[config.mk]
export PLATFORM = sky130hd
export DESIGN_NAME = pebble_mc_core
export DESIGN_NICKNAME = d
export VERILOG_FILES = /design/src/rtl/pebble_mc_core.sv
export SDC_FILE = /design/constraint.sdc
export NUM_CORES = 1
export LEC_CHECK = 0
export BUFFER_PORTS_ARGS = -buffer_cell sky130_fd_sc_hd__buf_2
export CORE_ASPECT_RATIO = 2
export CORE_MARGIN = 4
export CORE_UTILIZATION = 34
export DETAILED_ROUTE_END_ITERATION = 8
export HOLD_SLACK_MARGIN = 0.02
export SETUP_SLACK_MARGIN = 0.5
export SKIP_CTS_REPAIR_TIMING = 1
export SLEW_MARGIN = 25
export SYNTH_ARGS = -nofsm -noshare
export SYNTH_HDL_FRONTEND = slang
export SYNTH_SLANG_ARGS = --single-unit
export TNS_END_PERCENT = 5
[constraint.sdc]
create_clock -name clk -period 3.9 [get_ports clk]
set_input_delay 0 -clock clk [delete_from_list [all_inputs] [get_ports clk]]
set_output_delay 0 -clock clk [all_outputs]
set_load 0.005 [all_outputs]
[src/rtl/pebble_mc_core.sv]
`default_nettype none
// =====================================================================
// pebble_mc_core : multicycle Pebble core (FETCH/EXEC/MEM) with a
//                  req/ack data-memory port for variable-latency memory
// Rev 1.0
// =====================================================================
module pebble_mc_core #(
  parameter int DW  = 8,
  parameter int PCW = 10
) (
  input  logic           clk,
  input  logic           reset,
  input  logic           start,
  output logic           done,
  output logic           busy,
  output logic [PCW-1:0] imem_addr,
  input  logic [8:0]     imem_data,
  output logic           dmem_req,
  output logic           dmem_we,
  output logic [DW-1:0]  dmem_addr,
  output logic [DW-1:0]  dmem_wdata,
  input  logic           dmem_ack,
  input  logic [DW-1:0]  dmem_rdata
);

  localparam logic [2:0] S_IDLE  = 3'd0;
  localparam logic [2:0] S_FETCH = 3'd1;
  localparam logic [2:0] S_EXEC  = 3'd2;
  localparam logic [2:0] S_MEM   = 3'd3;
  localparam logic [2:0] S_HALT  = 3'd4;

  logic [2:0]     state_q, state_d;
  logic [PCW-1:0] pc_q, pc_d;
  logic [8:0]     ir_q, ir_d;
  logic [DW-1:0]  rf_q [4];
  logic [DW-1:0]  rf_d [4];
  logic           req_q, req_d;
  logic           we_q, we_d;
  logic [DW-1:0]  addr_q, addr_d;
  logic [DW-1:0]  wdata_q, wdata_d;

  logic [2:0]     op;
  logic [1:0]     rd, rs, li_rd, rt;
  logic [DW-1:0]  src_a, src_b, alu;
  logic [PCW-1:0] pc_inc;
  logic           beq_taken;

  // rd/rs double as ra/rb for memory ops and BEQ
  assign op        = ir_q[6:4];
  assign rd        = ir_q[3:2];
  assign rs        = ir_q[1:0];
  assign li_rd     = ir_q[6:5];
  assign rt        = ir_q[5:4];
  assign src_a     = rf_q[rd];
  assign src_b     = rf_q[rs];
  assign pc_inc    = pc_q + PCW'(1);
  assign beq_taken = (src_a == src_b);

  always_comb begin
    alu = src_b;
    case (op)
      3'b000:  alu = src_a + src_b;
      3'b001:  alu = src_a - src_b;
      3'b010:  alu = src_a & src_b;
      3'b011:  alu = src_a | src_b;
      3'b100:  alu = src_a ^ src_b;
      3'b101:  alu = {src_a[DW-2:0], 1'b0};
      3'b110:  alu = {1'b0, src_a[DW-1:1]};
      default: alu = src_b;
    endcase
  end

  always_ff @(posedge clk) begin
    if (reset) begin
      state_q <= S_IDLE;
      pc_q    <= '0;
      ir_q    <= '0;
      req_q   <= 1'b0;
      we_q    <= 1'b0;
      addr_q  <= '0;
      wdata_q <= '0;
      for (int i = 0; i < 4; i++) rf_q[i] <= '0;
    end else begin
      state_q <= state_d;
      pc_q    <= pc_d;
      ir_q    <= ir_d;
      req_q   <= req_d;
      we_q    <= we_d;
      addr_q  <= addr_d;
      wdata_q <= wdata_d;
      for (int i = 0; i < 4; i++) rf_q[i] <= rf_d[i];
    end
  end

  always_comb begin
    state_d = state_q;
    case (state_q)
      S_IDLE, S_HALT: if (start) state_d = S_FETCH;
      S_FETCH:        state_d = S_EXEC;
      S_EXEC: begin
        if (ir_q[8:7] == 2'b10)
          state_d = S_MEM;
        else if (ir_q[8:7] == 2'b11 && ir_q[6])
          state_d = S_HALT;
        else
          state_d = S_FETCH;
      end
      S_MEM:          if (dmem_ack) state_d = S_FETCH;
      default:        state_d = S_IDLE;
    endcase
  end

  always_comb begin
    pc_d    = pc_q;
    ir_d    = ir_q;
    req_d   = req_q;
    we_d    = we_q;
    addr_d  = addr_q;
    wdata_d = wdata_q;
    for (int i = 0; i < 4; i++) rf_d[i] = rf_q[i];
    case (state_q)
      S_IDLE, S_HALT: if (start) pc_d = '0;
      S_FETCH:        ir_d = imem_data;
      S_EXEC: begin
        case (ir_q[8:7])
          2'b00: begin
            rf_d[rd] = alu;
            pc_d     = pc_inc;
          end
          2'b01: begin
            rf_d[li_rd] = DW'(ir_q[4:0]);
            pc_d        = pc_inc;
          end
          2'b10: begin
            // memory-port registers stay frozen for the whole MEM wait
            req_d   = 1'b1;
            we_d    = ~ir_q[6];
            addr_d  = src_b;
            wdata_d = src_a;
          end
          default: begin
            if (!ir_q[6]) pc_d = beq_taken ? PCW'(rf_q[rt]) : pc_inc;
          end
        endcase
      end
      S_MEM: begin
        if (dmem_ack) begin
          req_d = 1'b0;
          if (!we_q) rf_d[rd] = dmem_rdata;
          pc_d = pc_inc;
        end
      end
      default: ;
    endcase
  end

  always_comb begin
    done = (state_q == S_HALT);
    busy = (state_q == S_FETCH) || (state_q == S_EXEC) || (state_q == S_MEM);
  end

  assign imem_addr  = pc_q;
  assign dmem_req   = req_q;
  assign dmem_we    = we_q;
  assign dmem_addr  = addr_q;
  assign dmem_wdata = wdata_q;

endmodule
`default_nettype wire

==> results of run 1 <==
-- sequential cells by signal (all words and copies together), names as in the netlist, named ones only --
| name | count |
|---|---|
| rf_q | 32 |
| imem_addr | 10 |
| ir_q | 9 |
| dmem_addr | 8 |
| dmem_wdata | 8 |
| state_q | 3 |
| dmem_req | 1 |
| dmem_we | 1 |
-- through the flow --
stage               worst slack, ps  std cells
global placement                549        885
floorplan                       851        664
finish                          617        910
CTS                             452        899
detailed placement              498        885
global route                    491        910
-- worst max-delay path, delay by kind of cell (launching register included) --
kind / cells / cell delay, ps
simple gates: 4 / 830
compound gates: 2 / 300
buf+inv: 4 / 690
mux: 1 / 570
fa+ha+maj: 1 / 360
flops: 1 / 390
-- cell families after synthesis --
family | share of synthesized area [%]
xor gates and xnor gates | 0.316
and+or+nand+nor | 20.9
DFF | 28.1
muxes | 12.4
AOI/OAI and AO/OA | 26.6
buffers and inverters | 5.52
adders and majority gates | 6.13
-- worst paths after layout --
| kind | slack [ps] | start | end | cells after the start |
|---|---|---|---|---|
| max | 620 | flop | imem_addr[4] | 12 |
| min | -10 | dmem_rdata[3] | rf_q[2][3] | 3 |
| max reg2reg | 620 | flop | imem_addr[4] | 12 |
| min reg2reg | 450 | dmem_addr[1] | dmem_addr[1] | 2 |
-- per-layer routing --
metal / global-route usage (%) / vias to the layer above / routed length (µm)
li1: - / 2578 / -
met1: 21.3 / 2748 / 6870
met2: 38.8 / 244 / 10800
met3: 3.71 / 75 / 1040
met4: 14.4 / 0 / 1330
met5: 0 / - / 0
-- cells in the mapped netlist (all sizes together), types with 14 or more instances --
| master | n | area share, % |
|---|---|---|
| nand2b | 15 | 1.7 |
| a21oi | 55 | 5.2 |
| buf | 25 | 2.3 |
| clkbuf | 23 | 1.6 |
| ha | 24 | 5.4 |
| nand2 | 67 | 4.5 |
| nor3 | 14 | 1.6 |
| nor2 | 63 | 4.3 |
| inv | 22 | 1.5 |
| o21ai | 44 | 4.0 |
| dfxtp | 78 | 28 |
| nand3 | 18 | 1.6 |
| a31oi | 21 | 2.5 |
| mux4 | 24 | 9.9 |
-- layout make-up --
| class | instances | area (µm²) | share of cell area, % |
|---|---|---|---|
| Inverter | 24 | 90.1 | 1.40 |
| Clock buffer | 11 | 243 | 3.78 |
| Tap cell | 201 | 251 | 3.91 |
| Multi-Input combinational cell | 514 | 3720 | 57.9 |
| Clock inverter | 3 | 46.3 | 0.721 |
| Timing Repair Buffer | 79 | 508 | 7.91 |
| Sequential cell | 78 | 1560 | 24.3 |
-- report_power, final --
part | total (mW) | switching (mW) | internal (mW)
Clock | 0.845 | 0.338 | 0.507
Combinational | 0.461 | 0.278 | 0.184
Sequential | 0.861 | 0.0435 | 0.817
==> flow_summary.toml, run 1 <==
[synth]
synth_edf_count = 0
netlist_area_um2 = 5550
syn_nets = 711
yosysUniqueCellTypes = 72
avgSynthCellArea_um2 = 8.36
ys_warn_count = 0
synthArstFlopShare_pct = 0
ys_ff_latch = 78
synth_ff_type = "dfxtp_1"
postSynthCellCount = 664
ys_seq_area_share_pct = 28.1

[cells_and_area]
synthToLayoutAreaGrowth_pct = 15.8
drive_gt1_share_pct = 18.8
layout_common_cells = "dfxtp_1 (76), nand2_1 (67), nor2_1 (63), a21oi_1 (51), buf_2 (50)"
layout_commonest_cell = "dfxtp_1"
fin_util_pct = 40.3
fin_area_um2 = 6420
nNetsFinal = 753
fillerInstances = 1683
antenna_cells = 0

[timing]
drv_slew = 0
rsz0062_at_grt = "yes"
period_needed_ps = 3280
whs_ps = -9.85
fmax_mhz = 305
setup_viol = 0
period_share_pct = 84.2
skew_ps = 7.64
tightest_slew_ps = 1040
finalHoldViolCount = 1
setup_tns_ps = 0
slew_headroom_pct = 30.3

[critical_path]
required_ps = 4110
critPathKind = "reg2reg"
critPathMaxFanout = 17
cp_slowest_stage_delay_ps = 570
crit_chain = "buf_4, mux4_2, inv_1, ha_1, nor4_2, buf_4, and3_1, buf_12, nand2b_1, o21ai_0, a2bb2oi_1, nor2_1"
worst_ep_arrival_time_ps = 3500
crit_path_top_delay_cell = "mux4_2"
cp-start-kind = "flop"
crit_top_cell = "buf_4"
endpoint_kind = "flop"

[floorplan]
die_w_um = 98.3
initial_core_util_pct = 34.8
rows = 65
die_y_um = 189
dieArea_um2 = 18600
core_area_um2 = 15900
design.portCount = 51

[routing]
ant_nets = 0
wl_per_cell_um = 22.0
drt_wl_total_um = 20000
drc = 0
first_pass_iters = 6
vias_per_cell = 6.20
drt_iter0_markers = 447
vias = 5645

[min_path]
hold_path.class = "in2reg"

[power_and_ir_drop]
leakage_nw = 2.37
peakVddDrop_v = 0.000181
pwr_density_cell_nw_per_um2 = 337
power.total_mw = 2.17

[grt]
antenna_found_initial = 0
grt_pass1_wl_um = 30900
grt_pass1_vias = 5517
overflow = 0
grt_max_degree = 55
grtUsageTotal_pct = 21.2

[clock_network]
cts.reportedPaths.clkPinSlew_ps = 60
clock-sinks = 78
tritoncts = "done"
cts-root-buf = "clkbuf_16"
cts_buffers = 9
clock_latency_ps = 350
h-tree-depth = 3
cts_buffer_depth = 2

[run]
maxCapViolations = 0

[place]
io_buffers = 50
gp_congestion = 0.966
dp_hpwl_um = 15300
dpl-instance-area_um2 = 5990

[status]
violations = "negative hold slack"
outcome = "finished with violations"
Note: power is estimated with default switching activity, not from simulation.
==> run 2: changes to the inputs <==
--- a/config.mk
+++ b/config.mk
@@ -5,6 +5,7 @@
 export SDC_FILE = /design/constraint.sdc
 export NUM_CORES = 1
 export LEC_CHECK = 0
+export ABC_AREA = 1
 export BUFFER_PORTS_ARGS = -buffer_cell sky130_fd_sc_hd__buf_2
 export CORE_ASPECT_RATIO = 2
 export CORE_MARGIN = 4
==> constraint.sdc (replaced) <==
create_clock -name clk -period 3.3 [get_ports clk]
set_input_delay 0 -clock clk [delete_from_list [all_inputs] [get_ports clk]]
set_output_delay 0 -clock clk [all_outputs]
set_load 0.005 [all_outputs]
==> run 2 against run 1 <==
The run now ends clean. Power rose by 78%. Combinational power rose to 3.6 times the previous value. Clock skew rose by 3.4 ps.
==> flow_summary.toml, run 2 <==
[status]
outcome = "completed"

[run]
maxCapViolations = 0

[critical_path]
crit_path_top_delay_cell = "fa_1"
crit_chain = "inv_6, nand2_1, nand3_1, and2_1, inv_1, ha_1, fa_1, nor2_1, nand2_1, nand2_1, nand2_1, nand3_1, nand3_1, nand3_2, nand3_1, a21oi_2"
endpoint_kind = "flop"
cp_slowest_stage_delay_ps = 410
r2r-end = "rf_q[1][6]"
r2r_slack_ps = 630
critPathKind = "reg2reg"
required_ps = 3590
cp-start-kind = "flop"
r2r_cells = 16
critPathMaxFanout = 16
worst_ep_arrival_time_ps = 2960

[clock_network]
h-tree-depth = 3
clock_latency_ps = 360
cts_buffers = 9
cts.reportedPaths.clkPinSlew_ps = 70
clock-sinks = 78
tritoncts = "done"
cts-root-buf = "clkbuf_16"
cts_buffer_depth = 2

[timing]
drv_slew = 0
period_share_pct = 81.0
setup_viol = 0
finalHoldViolCount = 0
fin_ws_ps = 626
period_needed_ps = 2670
skew_ps = 11.0
tightest_slew_ps = 1030
slew_headroom_pct = 30.7
fmax_mhz = 374
setup_tns_ps = 0
rsz0062_at_grt = "yes"

[routing]
vias = 6365
wl_per_cell_um = 19.3
ant_nets = 0
drt_wl_total_um = 22600
drc = 0
drt_iter0_markers = 450
first_pass_iters = 6
vias_per_cell = 5.45

[floorplan]
dieArea_um2 = 18700
design.portCount = 51
core_area_um2 = 16200
rows = 66
initial_core_util_pct = 34.5
die_w_um = 98.7
die_y_um = 189

[grt]
overflow = 0
grt_max_degree = 54
grtUsageTotal_pct = 24.4
grt_pass1_wl_um = 34700
antenna_found_initial = 0
grt_pass1_vias = 6240

[cells_and_area]
largest-register = "rf_q"
layout_common_cells = "nand2_1 (209), nor2_1 (118), inv_1 (91), a21oi_1 (91), o21ai_0 (88)"
synthToLayoutAreaGrowth_pct = 17.0
antenna_cells = 0
nNetsFinal = 1005
fin_area_um2 = 6540
largest_reg_flops = 32
instances_no_fill = 1167
drive_gt1_share_pct = 14.0
layout_commonest_cell = "nand2_1"

[min_path]
min-delay-start = "imem_data[4]"
hold_path_end = "ir_q[4]"
whs_path_depth = 3
hold_path.class = "in2reg"

[synth]
synthArstFlopShare_pct = 0
avgSynthCellArea_um2 = 6.20
postSynthCellCount = 901
synth_ff_type = "dfxtp_1"
ys_warn_count = 0
syn_nets = 948
ys_ff_latch = 78
yosysTopAreaCellShare_pct = 27.9
ys_seq_area_share_pct = 27.9
synth-compound-area-share_pct = 21.9
synth_edf_count = 0
synth.area.top_cells = "dfxtp_1 (28%), nand2_1 (14%), a21oi_1 (8.3%)"
synthXorXnorAreaFrac_pct = 0.940
synth_top_family_by_area = "simple AND/OR/NAND/NOR gates"
yosysUniqueCellTypes = 40
synthAdderAreaFrac_pct = 6.09
synth_area_leader_cell = "dfxtp_1"
yosysMostFrequentCell = "nand2_1"
yosys.area_share.simple_pct = 33.6
netlist_area_um2 = 5590
muxShareOfSynthArea_pct = 0
synth_common_cells = "nand2_1 (209), nor2_1 (119), a21oi_1 (93), inv_1 (93), o21ai_0 (89)"

[power_and_ir_drop]
power.total_mw = 3.85
leakage_nw = 2.96
peakVddDrop_v = 0.000296
pwr_density_cell_nw_per_um2 = 589

[place]
dp_slack_ps = 354
placed_cells = 1142
gp_congestion = 1.00
io_buffers = 50
dpl-instance-area_um2 = 6070
dp_hpwl_um = 17600
run 2: routing by layer:
layer / part of all wire, % / up-vias / GRT usage, % / wire, µm
li1: - / 3089 / - / -
met1: 34 / 2904 / 23.2 / 7560
met4: 9.8 / 0 / 22.3 / 2200
met3: 4.6 / 108 / 4.06 / 1040
met5: 0 / - / 0 / 0
met2: 52 / 264 / 43.4 / 11800
run 2: final cells by class:
type	instances	area, µm²
Timing Repair inverter	1	5.00
Clock inverter	7	81.3
Inverter	103	399
Fill cell	1806	9650
Sequential cell	78	1570
Multi-Input combinational cell	691	3560
Clock buffer	9	225
Timing Repair Buffer	74	449
Tap cell	204	255
run 2: worst max path at each step:
stage / slack [ps] / startpoint / endpoint / depth (start not counted)
2_1_floorplan: 900 / flop / rf_q[0][2] / 14
3_3_place_gp: 350 / flop / rf_q[0][6] / 16
3_5_place_dp: 350 / flop / rf_q[0][6] / 16
4_1_cts: 330 / flop / rf_q[0][6] / 16
5_1_grt: 470 / flop / rf_q[3][7] / 15
6_report: 630 / flop / rf_q[1][6] / 16
run 2: per-stage QoR:
step / hold WS, ps / util [%]
after CTS: -75.9 / 39.4
after global routing: 57.6 / 40.4
final: 4.39 / 40.4
after global placement: 278 / 37.5
after floorplan: 69.1 / -
after detailed placement: 290 / 37.5
run 2: critical path: cells and delay by family (launching register included):
family	cells	cell delay (ps)
AOI/OAI and AO/OA	1	170
adders and majority gates	2	650
buffers and inverters	2	250
DFF	1	380
and+or+nand+nor	11	1120
run 2: cells by family after synthesis:
group | count (synthesis)
simple gates | 440
compound gates | 219
buf+inv | 132
flops | 78
fa+ha+maj | 26
xor+xnor | 6
run 2: power by group:
part / internal, mW / switching (mW) / total, mW
Sequential: 1.02 / 0.122 / 1.15
Clock: 0.595 / 0.452 / 1.05
Combinational: 0.547 / 1.11 / 1.66
Total: 2.17 / 1.69 / 3.85
